===== src/rtl/gameconsole_pkg.sv =====
// Shared video-memory map constants and region encoding used by the cpu bus
// target, the address decoder and the ppu side.
package gameconsole_pkg;

  localparam logic [7:0] VRAM_BASE = 8'h06;

  localparam int PARAM_WORDS = 660;
  localparam int MAP_WORDS   = 2048;
  localparam int TILE_WORDS  = 16384;
  localparam int PAL_WORDS   = 512;

  localparam logic [3:0] SEL_PAR = 4'h0;
  localparam logic [3:0] SEL_MAP = 4'h1;
  localparam logic [3:0] SEL_TIL = 4'h2;
  localparam logic [3:0] SEL_PAL = 4'h3;

  // Offsets inside the tile and palette windows, shared with the ppu fetchers.
  localparam logic [19:0] TILE_SP_BASE = 20'h00000;
  localparam logic [19:0] TILE_BG_BASE = 20'h10000;
  localparam logic [8:0]  PAL_BG_BASE  = 9'h000;
  localparam logic [8:0]  PAL_SP_BASE  = 9'h100;

  typedef enum logic [2:0] {
    RGN_PAR,
    RGN_MAP,
    RGN_TIL,
    RGN_PAL,
    RGN_NONE
  } region_t;

endpackage


===== src/rtl/vram_addr_decode.sv =====
// Combinational decode of a cpu word address into a video region and the
// local word address used by that region's RAM.
module vram_addr_decode
  import gameconsole_pkg::*;
(
  input  logic [31:0] addr,
  output logic [2:0]  region,
  output logic [14:0] local_addr,
  output logic        valid
);

  logic [3:0]  sel;
  logic [19:0] off;
  region_t     rgn;

  assign sel = addr[23:20];
  assign off = addr[19:0];

  // Tile window holds two 16K banks 64K words apart; the gap between them is unmapped.
  always_comb begin
    rgn        = RGN_NONE;
    local_addr = '0;
    if (addr[31:24] == VRAM_BASE) begin
      case (sel)
        SEL_PAR: if (off < 20'(PARAM_WORDS)) begin
          rgn        = RGN_PAR;
          local_addr = {5'b0, off[9:0]};
        end
        SEL_MAP: if (off < 20'(MAP_WORDS)) begin
          rgn        = RGN_MAP;
          local_addr = {4'b0, off[10:0]};
        end
        SEL_TIL: if (off[19:17] == 3'b000 && off[15:14] == 2'b00) begin
          rgn        = RGN_TIL;
          local_addr = {off[16], off[13:0]};
        end
        SEL_PAL: if (off < 20'(PAL_WORDS)) begin
          rgn        = RGN_PAL;
          local_addr = {6'b0, off[8:0]};
        end
        default: ;
      endcase
    end
  end

  assign region = rgn;
  assign valid  = (rgn != RGN_NONE);

endmodule


===== src/rtl/vram_bus_target.sv =====
// Cpu memory-bus responder for the video window: registered region strobes,
// 3-cycle pipelined reads, sticky decode error and per-frame write count.
module vram_bus_target
  import gameconsole_pkg::*;
(
  input  logic        clk,
  input  logic        rst,
  input  logic        vsync,
  input  logic        mem_en,
  input  logic        mem_we,
  input  logic [31:0] mem_addr,
  input  logic [31:0] mem_din,
  output logic [31:0] mem_dout,
  output logic        mem_rvalid,
  output logic        mem_err,
  output logic [31:0] err_addr,
  input  logic        err_clr,
  output logic [15:0] frame_wr,
  output logic        par_en,
  output logic        par_we,
  output logic [9:0]  par_addr,
  output logic [31:0] par_wdata,
  input  logic [31:0] par_rdata,
  output logic        map_en,
  output logic        map_we,
  output logic [10:0] map_addr,
  output logic [31:0] map_wdata,
  input  logic [31:0] map_rdata,
  output logic        til_en,
  output logic        til_we,
  output logic [14:0] til_addr,
  output logic [31:0] til_wdata,
  input  logic [31:0] til_rdata,
  output logic        pal_en,
  output logic        pal_we,
  output logic [8:0]  pal_addr,
  output logic [31:0] pal_wdata,
  input  logic [31:0] pal_rdata
);

  logic [2:0]  dec_region;
  logic [14:0] dec_addr;
  logic        dec_valid;
  region_t     dec_rgn;

  vram_addr_decode u_decode (
    .addr       (mem_addr),
    .region     (dec_region),
    .local_addr (dec_addr),
    .valid      (dec_valid)
  );

  assign dec_rgn = region_t'(dec_region);

  logic hit_par, hit_map, hit_til, hit_pal;
  logic wr_mapped, rd_req, err_set;

  assign hit_par   = mem_en && dec_rgn == RGN_PAR;
  assign hit_map   = mem_en && dec_rgn == RGN_MAP;
  assign hit_til   = mem_en && dec_rgn == RGN_TIL;
  assign hit_pal   = mem_en && dec_rgn == RGN_PAL;
  assign wr_mapped = mem_en && mem_we && dec_valid;
  assign rd_req    = mem_en && !mem_we;
  assign err_set   = mem_en && !dec_valid;

  // Address and data hold their last value when a region is idle; only en/we pulse.
  always_ff @(posedge clk) begin
    if (rst) begin
      par_en <= 1'b0; par_we <= 1'b0; par_addr <= '0; par_wdata <= '0;
      map_en <= 1'b0; map_we <= 1'b0; map_addr <= '0; map_wdata <= '0;
      til_en <= 1'b0; til_we <= 1'b0; til_addr <= '0; til_wdata <= '0;
      pal_en <= 1'b0; pal_we <= 1'b0; pal_addr <= '0; pal_wdata <= '0;
    end else begin
      par_en <= hit_par;
      par_we <= hit_par && mem_we;
      map_en <= hit_map;
      map_we <= hit_map && mem_we;
      til_en <= hit_til;
      til_we <= hit_til && mem_we;
      pal_en <= hit_pal;
      pal_we <= hit_pal && mem_we;
      if (hit_par) begin
        par_addr  <= dec_addr[9:0];
        par_wdata <= mem_din;
      end
      if (hit_map) begin
        map_addr  <= dec_addr[10:0];
        map_wdata <= mem_din;
      end
      if (hit_til) begin
        til_addr  <= dec_addr;
        til_wdata <= mem_din;
      end
      if (hit_pal) begin
        pal_addr  <= dec_addr[8:0];
        pal_wdata <= mem_din;
      end
    end
  end

  logic        rd_v1, rd_v2;
  region_t     rd_rgn1, rd_rgn2;
  logic [31:0] rd_mux;

  always_comb begin
    rd_mux = '0;
    case (rd_rgn2)
      RGN_PAR: rd_mux = par_rdata;
      RGN_MAP: rd_mux = map_rdata;
      RGN_TIL: rd_mux = til_rdata;
      RGN_PAL: rd_mux = pal_rdata;
      default: rd_mux = '0;
    endcase
  end

  // Unmapped reads still travel the pipe so they answer with zero at the same latency.
  always_ff @(posedge clk) begin
    if (rst) begin
      rd_v1      <= 1'b0;
      rd_v2      <= 1'b0;
      rd_rgn1    <= RGN_NONE;
      rd_rgn2    <= RGN_NONE;
      mem_rvalid <= 1'b0;
      mem_dout   <= '0;
    end else begin
      rd_v1      <= rd_req;
      rd_rgn1    <= dec_rgn;
      rd_v2      <= rd_v1;
      rd_rgn2    <= rd_rgn1;
      mem_rvalid <= rd_v2;
      if (rd_v2)
        mem_dout <= rd_mux;
    end
  end

  always_ff @(posedge clk) begin
    if (rst) begin
      mem_err  <= 1'b0;
      err_addr <= '0;
    end else if (err_set) begin
      mem_err  <= 1'b1;
      err_addr <= mem_addr;
    end else if (err_clr) begin
      mem_err  <= 1'b0;
    end
  end

  logic        prev_vsync;
  logic [15:0] wr_count;

  // A write landing on the vsync edge belongs to the frame that just started.
  always_ff @(posedge clk) begin
    if (rst) begin
      prev_vsync <= 1'b0;
      wr_count   <= '0;
      frame_wr   <= '0;
    end else begin
      prev_vsync <= vsync;
      if (vsync && !prev_vsync) begin
        frame_wr <= wr_count;
        wr_count <= wr_mapped ? 16'd1 : 16'd0;
      end else if (wr_mapped && wr_count != 16'hFFFF) begin
        wr_count <= wr_count + 16'd1;
      end
    end
  end

endmodule


===== config.mk =====
export PLATFORM = sky130hd
export DESIGN_NAME = vram_bus_target
export DESIGN_NICKNAME = d
export VERILOG_FILES = /design/src/rtl/gameconsole_pkg.sv /design/src/rtl/vram_addr_decode.sv /design/src/rtl/vram_bus_target.sv
export SDC_FILE = /design/constraint.sdc
export NUM_CORES = 1
export LEC_CHECK = 0
export BUFFER_PORTS_ARGS = -buffer_cell sky130_fd_sc_hd__buf_4
export CAP_MARGIN = 20
export CORE_AREA = 2 2 179 181
export DETAILED_ROUTE_END_ITERATION = 10
export DIE_AREA = 0 0 181 183
export GPL_TIMING_DRIVEN = 0
export HOLD_SLACK_MARGIN = 0.06
export MAX_ROUTING_LAYER = met4
export PLACE_DENSITY = 0.66
export SLEW_MARGIN = 20
export SYNTH_ARGS = -nofsm -noshare
export SYNTH_HDL_FRONTEND = slang
export SYNTH_SLANG_ARGS = --single-unit

===== constraint.sdc =====
create_clock -name clk -period 2.95 [get_ports clk]
set_input_delay 0.295 -clock clk [delete_from_list [all_inputs] [get_ports clk]]
set_output_delay 0.295 -clock clk [all_outputs]
set_load 0.02 [all_outputs]

### Yosys cells after proc, flatten, opt, wreduce, memory -nomap -nowiden

Cells that the tools add are included.

| cells by class | value |
|---|---|
| add/sub/neg operators | 1 |
| magnitude comparators | 3 |
| eq/ne operators | 12 |
| mux-type cells | 18 |
| reductions and logical operators | 25 |

Operators with widths:

| operator | count |
|---|---|
| one-hot mux 32 bit (4 select lines) | 1 |
| one-hot mux 15 bit (4 select lines) | 1 |
| less-than comparator 20 x 10 -> 1 bit, second input constant | 2 |
| 2-to-1 mux 16 bit | 2 |
| 2-to-1 mux 15 bit | 2 |
| less-than comparator 20 x 12 -> 1 bit, second input constant | 1 |
| adder 16 x 1 -> 16 bit, second input constant | 1 |
| != test 16 bit, second input constant | 1 |
| logical AND 1 bit | 15 |
| 2-to-1 mux 3 bit | 5 |
| equality test 3 x 2 -> 1 bit, second input constant | 4 |
| one-hot mux 3 bit (4 select lines) | 1 |
| 2-to-1 mux 11 bit | 1 |
| 2-to-1 mux 10 bit | 1 |
| logical NOT 3 bit | 3 |
| 2-to-1 mux 9 bit | 1 |
| equality test 4 x 2 -> 1 bit, second input constant | 2 |
| equality test 8 x 3 -> 1 bit, second input constant | 1 |
| equality test 3 x 1 -> 1 bit, second input constant | 2 |
| equality test 4 x 1 -> 1 bit, second input constant | 1 |
| logical NOT 4 bit | 1 |
| nonzero test 2 bit | 2 |
| logical NOT 1 bit | 3 |
| 2-to-1 mux 1 bit | 3 |
| other kinds (2) | 2 |

| storage, ports and cells | value |
|---|---|
| flip-flop bits (word level) | 288 |
| input port bits | 198 |
| output and inout port bits | 263 |

### Logic depth before layout (Yosys ltp)

Gate-level depths: netlist (run 1).

| logic depth | value |
|---|---|
| word-level depth | 10 |
| gate-level depth with buffers | 9 |

### Cells and area by module

From an unflattened synthesis (run 1), not the netlist that was laid out.

| unflattened totals | value |
|---|---|
| cell total of the unflattened synthesis | 1,353 |
| area, all modules | 11,212.0 µm² |

Modules (own cells, without submodules):

| module | times used | cells each | area an instance (µm²) | sequential area each (µm²) |
|---|---|---|---|---|
| vram_bus_target | 1 | 1,291 | 10,820.4 | 5,765.5 |
| vram_addr_decode | 1 | 62 | 391.6 | 0.0 |

### Worst setup path after synthesis (run 1)

No wires, ideal clock.

| timing path | value |
|---|---|
| kind | input port to flip-flop |
| from | input port mem_addr[14] |
| to | register til_addr[7] |
| library setup time | 0.070 ns |
| arrival time | 2.735 ns |
| slack | 0.145 ns |
| stages | 8 |
| buffers on the path | 2 |
| cell sequence | or4_1 o31a_1 or4_4 buf_6 nor4_4 buf_6 nand3_1 a21oi_1 |

| on the way | value |
|---|---|
| cells in the longest elaborated chain, start to end | 7 |
| elaborated cells between the ends (all ways) | 19 |
| classes of those cells | order compare (3); eq/ne (1); mux (12); reduce/logical (3) |

Ends and longest elaborated chain:

| what | RTL line | text |
|---|---|---|
| from (decl) | vram_bus_target.sv:11 | `input logic [31:0] mem_addr,` |
| branches (longest 7 deep; another with less-than comparator 20 x 10 -> 1 bit) | -- |  |
| to (signal assigned) | vram_bus_target.sv:91 | `til_addr <= dec_addr;` |
| to (decl) | vram_bus_target.sv:31 | `output logic [14:0] til_addr,` |

Several ways; the timed one is not identified.
A chain may end at the register's enable or synchronous reset.

### Worst setup path after layout (run 1)

| timing path | value |
|---|---|
| from | input port mem_addr[14] |
| to | register par_wdata[6] |

| on the way | value |
|---|---|
| cells in the longest elaborated chain, start to end | 7 |
| elaborated cells between the ends (all ways) | 13 |
| classes of those cells | order compare (3); mux (6); reduce/logical (4) |

Ends and longest elaborated chain:

| what | RTL line | text |
|---|---|---|
| branches (longest 3 deep; another with less-than comparator 20 x 10 -> 1 bit) | -- |  |
| one-hot mux 3 bit (4 select lines) * | vram_addr_decode.sv:24 | `case (sel)` |
| 2-to-1 mux 3 bit * | vram_addr_decode.sv:23 | `if (addr[31:24] == VRAM_BASE) begin` |
| logical NOT 3 bit * | vram_bus_target.sv:58 | `assign hit_par = mem_en && dec_rgn == RGN_PAR;` |
| logical AND 1 bit * | vram_bus_target.sv:58 |  |
| to (signal assigned) | vram_bus_target.sv:84 | `par_wdata <= mem_din;` |
| to (decl) | vram_bus_target.sv:22 | `output logic [31:0] par_wdata,` |

Mark *: on every way between the ends.

==> metrics.md, run 1 <==
| Metric | Value |
|---|---|
| Result of the run | completed |
| Worst-skew pair later-pin latency | 0.52 ns |
| Worst-path clk slew | 0.06 ns |
| Hold WC Path Type | in2reg |
| Cell area after placement | 15360 um^2 |
| Crit path DAT | 3.20 ns |
| Seq. cell area | 5766 um^2 |
| WS Path Type | in2reg |
| Detailed Routing Iterations Pass 1 | 5 |
| Max Cap Viol | 0 |
| Warnings, synthesis | 0 |
| VDD IR max | 0.4955 mV |
| Syn Area/Cell | 8.207 um^2 |
| Synth Register Bits | 288 |
| # clock sinks | 288 |
| Worst endpoint required time | 3.34 ns |
| CTS Buffer Depth | 3 |
| Input/output buffers | 460 |
| # IOs | 461 |
| Root Buffer | clkbuf_16 |
| Drt wl/cell | 19.75 um |
| GRT Total Usage | 0.2771 |
| Die area | 33120 um^2 |
| Area grow syn2layout | 50.15% |
| Synth Instances | 1389 |
| DIE WIDTH | 181 um |
| Post-synth EDFFs | 0 |
| Final #Nets | 2139 |
| Actual slew at the worst max-slew pin | 0.8867 ns |
| Largest net degree at the start of global routing | 14 |
| Final Hold Vio Count | 0 |
| Crit Path Max Fanout | 10 |
| Mapped Nets | 1588 |
| Total Routed Length | 46750 um |
| Post-synthesis cell area | 11400 um^2 |
| Fmax | 356.2 MHz |
| Std cell rows | 65 |
| Chip Height | 183 um |
| Setup TNS | 0 ns |
| Final setup violation count | 0 |
| Finished Cell Area | 17120 um^2 |
| DP HPWL | 35630 um |
| Initial antenna violation count | 0 |
| DRC viols | 0 |
| DR vias/cell | 5.162 |
| Setup ws final | 0.1426 ns |
| Slew Limit Fails | 0 |
| Htree depth | 2 |
| Area of the multi-input gates | 5249 um^2 |
| PwrDens | 518.9 nW/um^2 |
| CTS Buf Count | 34 |
| First-pass GRT wire length | 69410 um |
| Netlist cell types | 47 |
| Drt first-iter violations | 660 |
| GRT overflow | 0 |
| RD Place Congestion | 0.9132 |
| Most common flop cell mapped by yosys | dfxtp_1 |
| Detail Route Antenna Nets | 0 |
| Share of cells above drive strength 1 | 0.3013 |
| Total power | 8882 uW |
| Antenna cells | 0 |
| Core ar. | 31230 um^2 |
| Fin crit share | 0.9517 |
| TritonCTS clock tree | yes |
| Clock skew | 0.03107 ns |
| Setup slack at placement | -0.8671 ns |
| WHS | 0.06973 ns |
| Asr flop ratio synth | 0 |
| Via count | 12.22k |
| Vias in the first global route | 12.08k |
| Slew headroom | 0.4089 |
| Setup crit end kind | flip-flop |
| Critical Path Source Type | primary input |
| Sequential share of the synthesized area | 0.5058 |
| Filler cells | 2929 |
| Leak | 0.006792 uW |
| Starting Density | 0.3650 |
| Final min period | 2.807 ns |
-- state kept, by name, indices dropped and copies added (netlist names), 3 cells and up --
name and count:
err_addr 32, frame_wr 16, map_addr 11, map_wdata 32
mem_dout 32, pal_addr 9, pal_wdata 32, par_addr 10
par_wdata 32, rd_rgn1 3, rd_rgn2 3, til_addr 15
til_wdata 32, wr_count 16
-- critical path, stage by stage --
cell and delay (ns):
buf_4 0.12, or4_1 0.59, nor4_1 0.55, a31oi_2 0.39, nor4_4 0.37, buf_4 0.21
buf_2 0.36, mux2i_1 0.25, nor2_1 0.05
-- logic make-up after synthesis --
logic type	share of synthesized area
XOR/XNOR	0.002305
multiplexers	0.06245
adder cells (fa/ha/maj)	0.001097
AO/OA/AOI/OAI	0.1604
buffers and inverters	0.03973
AND/OR/NAND/NOR	0.2283
flip-flops	0.5058
-- per-stage QoR --
| stage | utilization | instances |
|---|---|---|
| finish | 0.5481 | 2367 |
| global route | 0.5481 | 2367 |
| CTS | 0.5456 | 2362 |
| detailed placement | 0.4919 | 2251 |
| global placement | 0.4917 | 2251 |
| floorplan | - | 1389 |
-- final cells by class --
| type | count | area share |
|---|---|---|
| sequential | 288 | 0.3368 |
| multi-input combinational | 994 | 0.3067 |
| timing repair buffer | 516 | 0.2333 |
| clock buffer | 53 | 0.06155 |
| tap | 402 | 0.02939 |
| buffer | 103 | 0.02595 |
| clock inverter | 8 | 0.005629 |
| inverter | 3 | 0.0006579 |
-- cell usage in the layout (no fill, tap or decap), types with 15 or more instances in the layout --
master         synthesis  routed
nand2_1              372     372
clkbuf_1              86      87
mux2i_1               34      34
buf_4                  0     468
dfxtp_1              288     288
nand3_1               57      56
mux2_2                31      31
a21oi_1              200     200
nor2_1                85      85
clkbuf_16              0      35
nand2b_1              15      15
o211ai_1              33      33
dlygate4sd3_1          0      48
o21ai_0               42      42
a22oi_1               31      31
-- layer usage --
layer | track usage | part of all wire | up-vias
met1 | 0.3017 | 0.38 | 5740
met5 | - | 0 | -
met4 | 0.1115 | 0.042 | 0
li1 | - | - | 5851
met2 | 0.4815 | 0.49 | 513
met3 | 0.07486 | 0.084 | 114
-- synthesized netlist by cell type, types with 3 or more instances --
cell type  instances  area [um^2]
nor2b_1            7        43.79
nor4_1            12        75.07
dfxtp_1          288         5766
buf_6              5        56.30
o211ai_1          33        247.7
a31o_2             4        35.03
nor2_1            85        319.1
nand3_1           57        285.3
o21ai_0           42        210.2
nor3_1             8        40.04
nand2_1          372         1396
or4_1              3        22.52
o31ai_1            3        22.52
inv_1              3        11.26
and3_1             5        31.28
mux2i_1           34        340.3
clkbuf_1          86        322.8
nand3b_1           8        60.06
or3_1              9        56.30
buf_2             11        55.05
nand4_1            6        37.54
a22oi_1           31        232.7
mux2_2            31        349.1
a21oi_1          200         1001
nand2b_1          15        93.84
-- path summary, 6_finish.rpt --
| path | slack, ns | end | startpoint | cells past startpoint |
|---|---|---|---|---|
| max | 0.14 | par_wdata[6]$_SDFFE_PP0P_ | mem_addr[14] | 9 |
| min | 0.07 | par_wdata[23]$_SDFFE_PP0P_ | mem_din[23] | 3 |
| max reg2reg | 0.69 | mem_dout[11]$_SDFFE_PP0P_ | rd_rgn2[0]$_SDFF_PP0_ | 7 |
| min reg2reg | 0.41 | rd_rgn2[2]$_SDFF_PP1_ | rd_rgn1[2]$_SDFF_PP1_ | 1 |
-- where the power goes --
group	internal (uW)	switching [uW]	leakage [uW]
Combinational	330	370	0.00391
Sequential	3930	24.1	0.00233
Clock	2560	1670	0.000559
-- timing repair --
item	in CTS	in global routing
cloned	0	0
hold endpoints to repair	100	0
gates resized for setup	5	14
setup endpoints to repair	165	106
setup buffers	2	6
hold buffers	48	0
pin swaps	0	3
Power figures use the tool's default switching activity.
==> inputs of run 2 (changes only) <==
Settings changed: BUFFER_PORTS_ARGS -buffer_cell sky130_fd_sc_hd__buf_4 to -buffer_cell sky130_fd_sc_hd__buf_2.
==> metrics.md, run 2 (synthesis results as in run 1) <==
| Metric | Value |
|---|---|
| Most frequent cells in the layout | 470 x buf_2, 372 x nand2_1, 288 x dfxtp_1, 200 x a21oi_1, 90 x clkbuf_1 |
| Detailed Routing Iterations Pass 1 | 5 |
| Initial antenna violation count | 2 |
| Core ar. | 31230 um^2 |
| Crit Path Max Fanout | 10 |
| Result of the run | completed |
| Max Cap Viol | 0 |
| Critical Path Source Type | primary input |
| Worst stage delay on the critical path | 0.60 ns |
| Clock skew | 0.01054 ns |
| DP HPWL | 34710 um |
| Internal | 6373 uW |
| VDD IR max | 0.3499 mV |
| Final #Nets | 2148 |
| PwrDens | 525.8 nW/um^2 |
| P_sw | 2012 uW |
| Slew headroom | 0.4045 |
| Cell mode on critical path | buf_2 |
| Std cell rows | 65 |
| GRT overflow | 0 |
| Delay-heaviest family, CP | simple AND/OR/NAND/NOR gates |
| Root Buffer | clkbuf_16 |
| WS Path Type | in2reg |
| Final min period | 2.818 ns |
| Chip Height | 183 um |
| Seq pwr share | 0.471 |
| Hold WC Path Type | in2reg |
| GRT Total Usage | 0.2742 |
| Cell area after placement | 14210 um^2 |
| Fmax | 354.9 MHz |
| Crit path DAT | 3.30 ns |
| # IOs | 461 |
| DR vias/cell | 5.158 |
| Most common cell after layout, fill and taps aside | buf_2 |
| Share of cells above drive strength 1 | 0.2946 |
| Final Hold Vio Count | 0 |
| Comb pwr share | 0.074 |
| Area grow syn2layout | 39.90% |
| Total Routed Length | 46340 um |
| CTS Buffer Depth | 3 |
| Critical path's slowest cell | or4_1 |
| Detail Route Antenna Nets | 0 |
| Largest net degree at the start of global routing | 15 |
| Worst-skew pair later-pin latency | 0.56 ns |
| DIE WIDTH | 181 um |
| RD Place Congestion | 0.9745 |
| Leak | 0.006606 uW |
| Drt first-iter violations | 658 |
| Util after Layout | 0.5107 |
| Worst-path clk slew | 0.06 ns |
| Worst endpoint required time | 3.43 ns |
| CP bufs+invs | 4 |
| Drt wl/cell | 19.53 um |
| Setup TNS | 0 ns |
| Seq. cell area | 5766 um^2 |
| Die area | 33120 um^2 |
| WHS | 0.07732 ns |
| Sw frac | 0.2399 |
| # clock sinks | 288 |
| Finished Cell Area | 15950 um^2 |
| Setup crit end kind | flip-flop |
| Htree depth | 1 |
| TritonCTS clock tree | yes |
| Area of the multi-input gates | 5255 um^2 |
| Setup ws final | 0.1325 ns |
| Starting Density | 0.3650 |
| First-pass GRT wire length | 68860 um |
| CTS Buf Count | 31 |
| Worst-path cell chain | buf_2 -> or4_1 -> o31a_1 -> or4_4 -> buf_6 -> nor2_1 -> buf_2 -> clkbuf_1 -> nand3_1 -> a21oi_1 |
| Clock Power Share | 0.455 |
| Via count | 12.24k |
| Actual slew at the worst max-slew pin | 0.8932 ns |
| Fin crit share | 0.9551 |
| Slew Limit Fails | 0 |
| Input/output buffers | 460 |
| Filler cells | 3051 |
| Vias in the first global route | 12.10k |
| Final setup violation count | 0 |
| DRC viols | 0 |
| Setup slack at placement | -0.9377 ns |
==> run 2: cell count changes in the layout (fill, tap and decap cells not counted), moves of 4 or more <==
cell	delta
buf_2	+459
buf_4	-464
clkbuf_16	-4
dlygate4sd3_1	+14
clkbuf_8	-7
==> run 2: what timing repair did <==
action,4_1_cts,5_1_grt
pin swaps,1,3
hold buffers,62,0
endpoints found under the setup margin,134,147
endpoints found under the hold margin,160,0
gates resized for setup,4,11
setup buffers,2,4
==> run 2: layout make-up <==
type                            instances  area share
Clock inverter                         11    0.007375
Inverter                                3   0.0007061
Antenna cell                            1   0.0001569
Sequential cell                       288      0.3615
Timing Repair Buffer                  528      0.1877
Multi-Input combinational cell        994      0.3295
Buffer                                103     0.02777
Tap cell                              402     0.03154
Clock buffer                           42     0.05374
==> run 2: worst min-delay path, cell delays in order <==
cell	delay [ns]
buf_2	0.16
nand2_1	0.07
a21oi_1	0.06
==> run 2: power groups by stage <==
stage               clock network [uW]  registers (uW)  logic (uW)
finish                            3810            3950         619
global route                      4070            3950         661
CTS                               3870            3950         610
detailed placement                   0            4040         542
global placement                     0            4040         538
floorplan                            0            4080         173
==> run 2: path summary, 6_finish.rpt <==
kind / cells after the start / slack [ns] / startpoint / end
hold / removal: 3 / 0.08 / mem_addr[7] / err_addr[7]$_SDFFE_PP0P_
hold reg to reg: 1 / 0.43 / rd_rgn1[2]$_SDFF_PP1_ / rd_rgn2[2]$_SDFF_PP1_
setup reg to reg: 7 / 0.66 / rd_rgn2[0]$_SDFF_PP0_ / mem_dout[11]$_SDFFE_PP0P_
setup / recovery: 10 / 0.13 / mem_addr[14] / pal_addr[7]$_SDFFE_PP0P_
==> run 2: metrics by stage <==
stage               instances  total power [uW]
global route             2372              8682
floorplan                1389              4256
detailed placement       2251              4580
CTS                      2368              8434
global placement         2251              4575
finish                   2372              8385
==> run 2: metal layers <==
metal | GRT usage | routed length, um | up-vias | part of all wire
met5 | - | 0 | - | 0
met4 | 0.1255 | 2165 | 0 | 0.047
met3 | 0.07248 | 3939 | 118 | 0.085
met2 | 0.4705 | 22500 | 535 | 0.49
met1 | 0.2988 | 17730 | 5700 | 0.38
li1 | - | - | 5882 | -
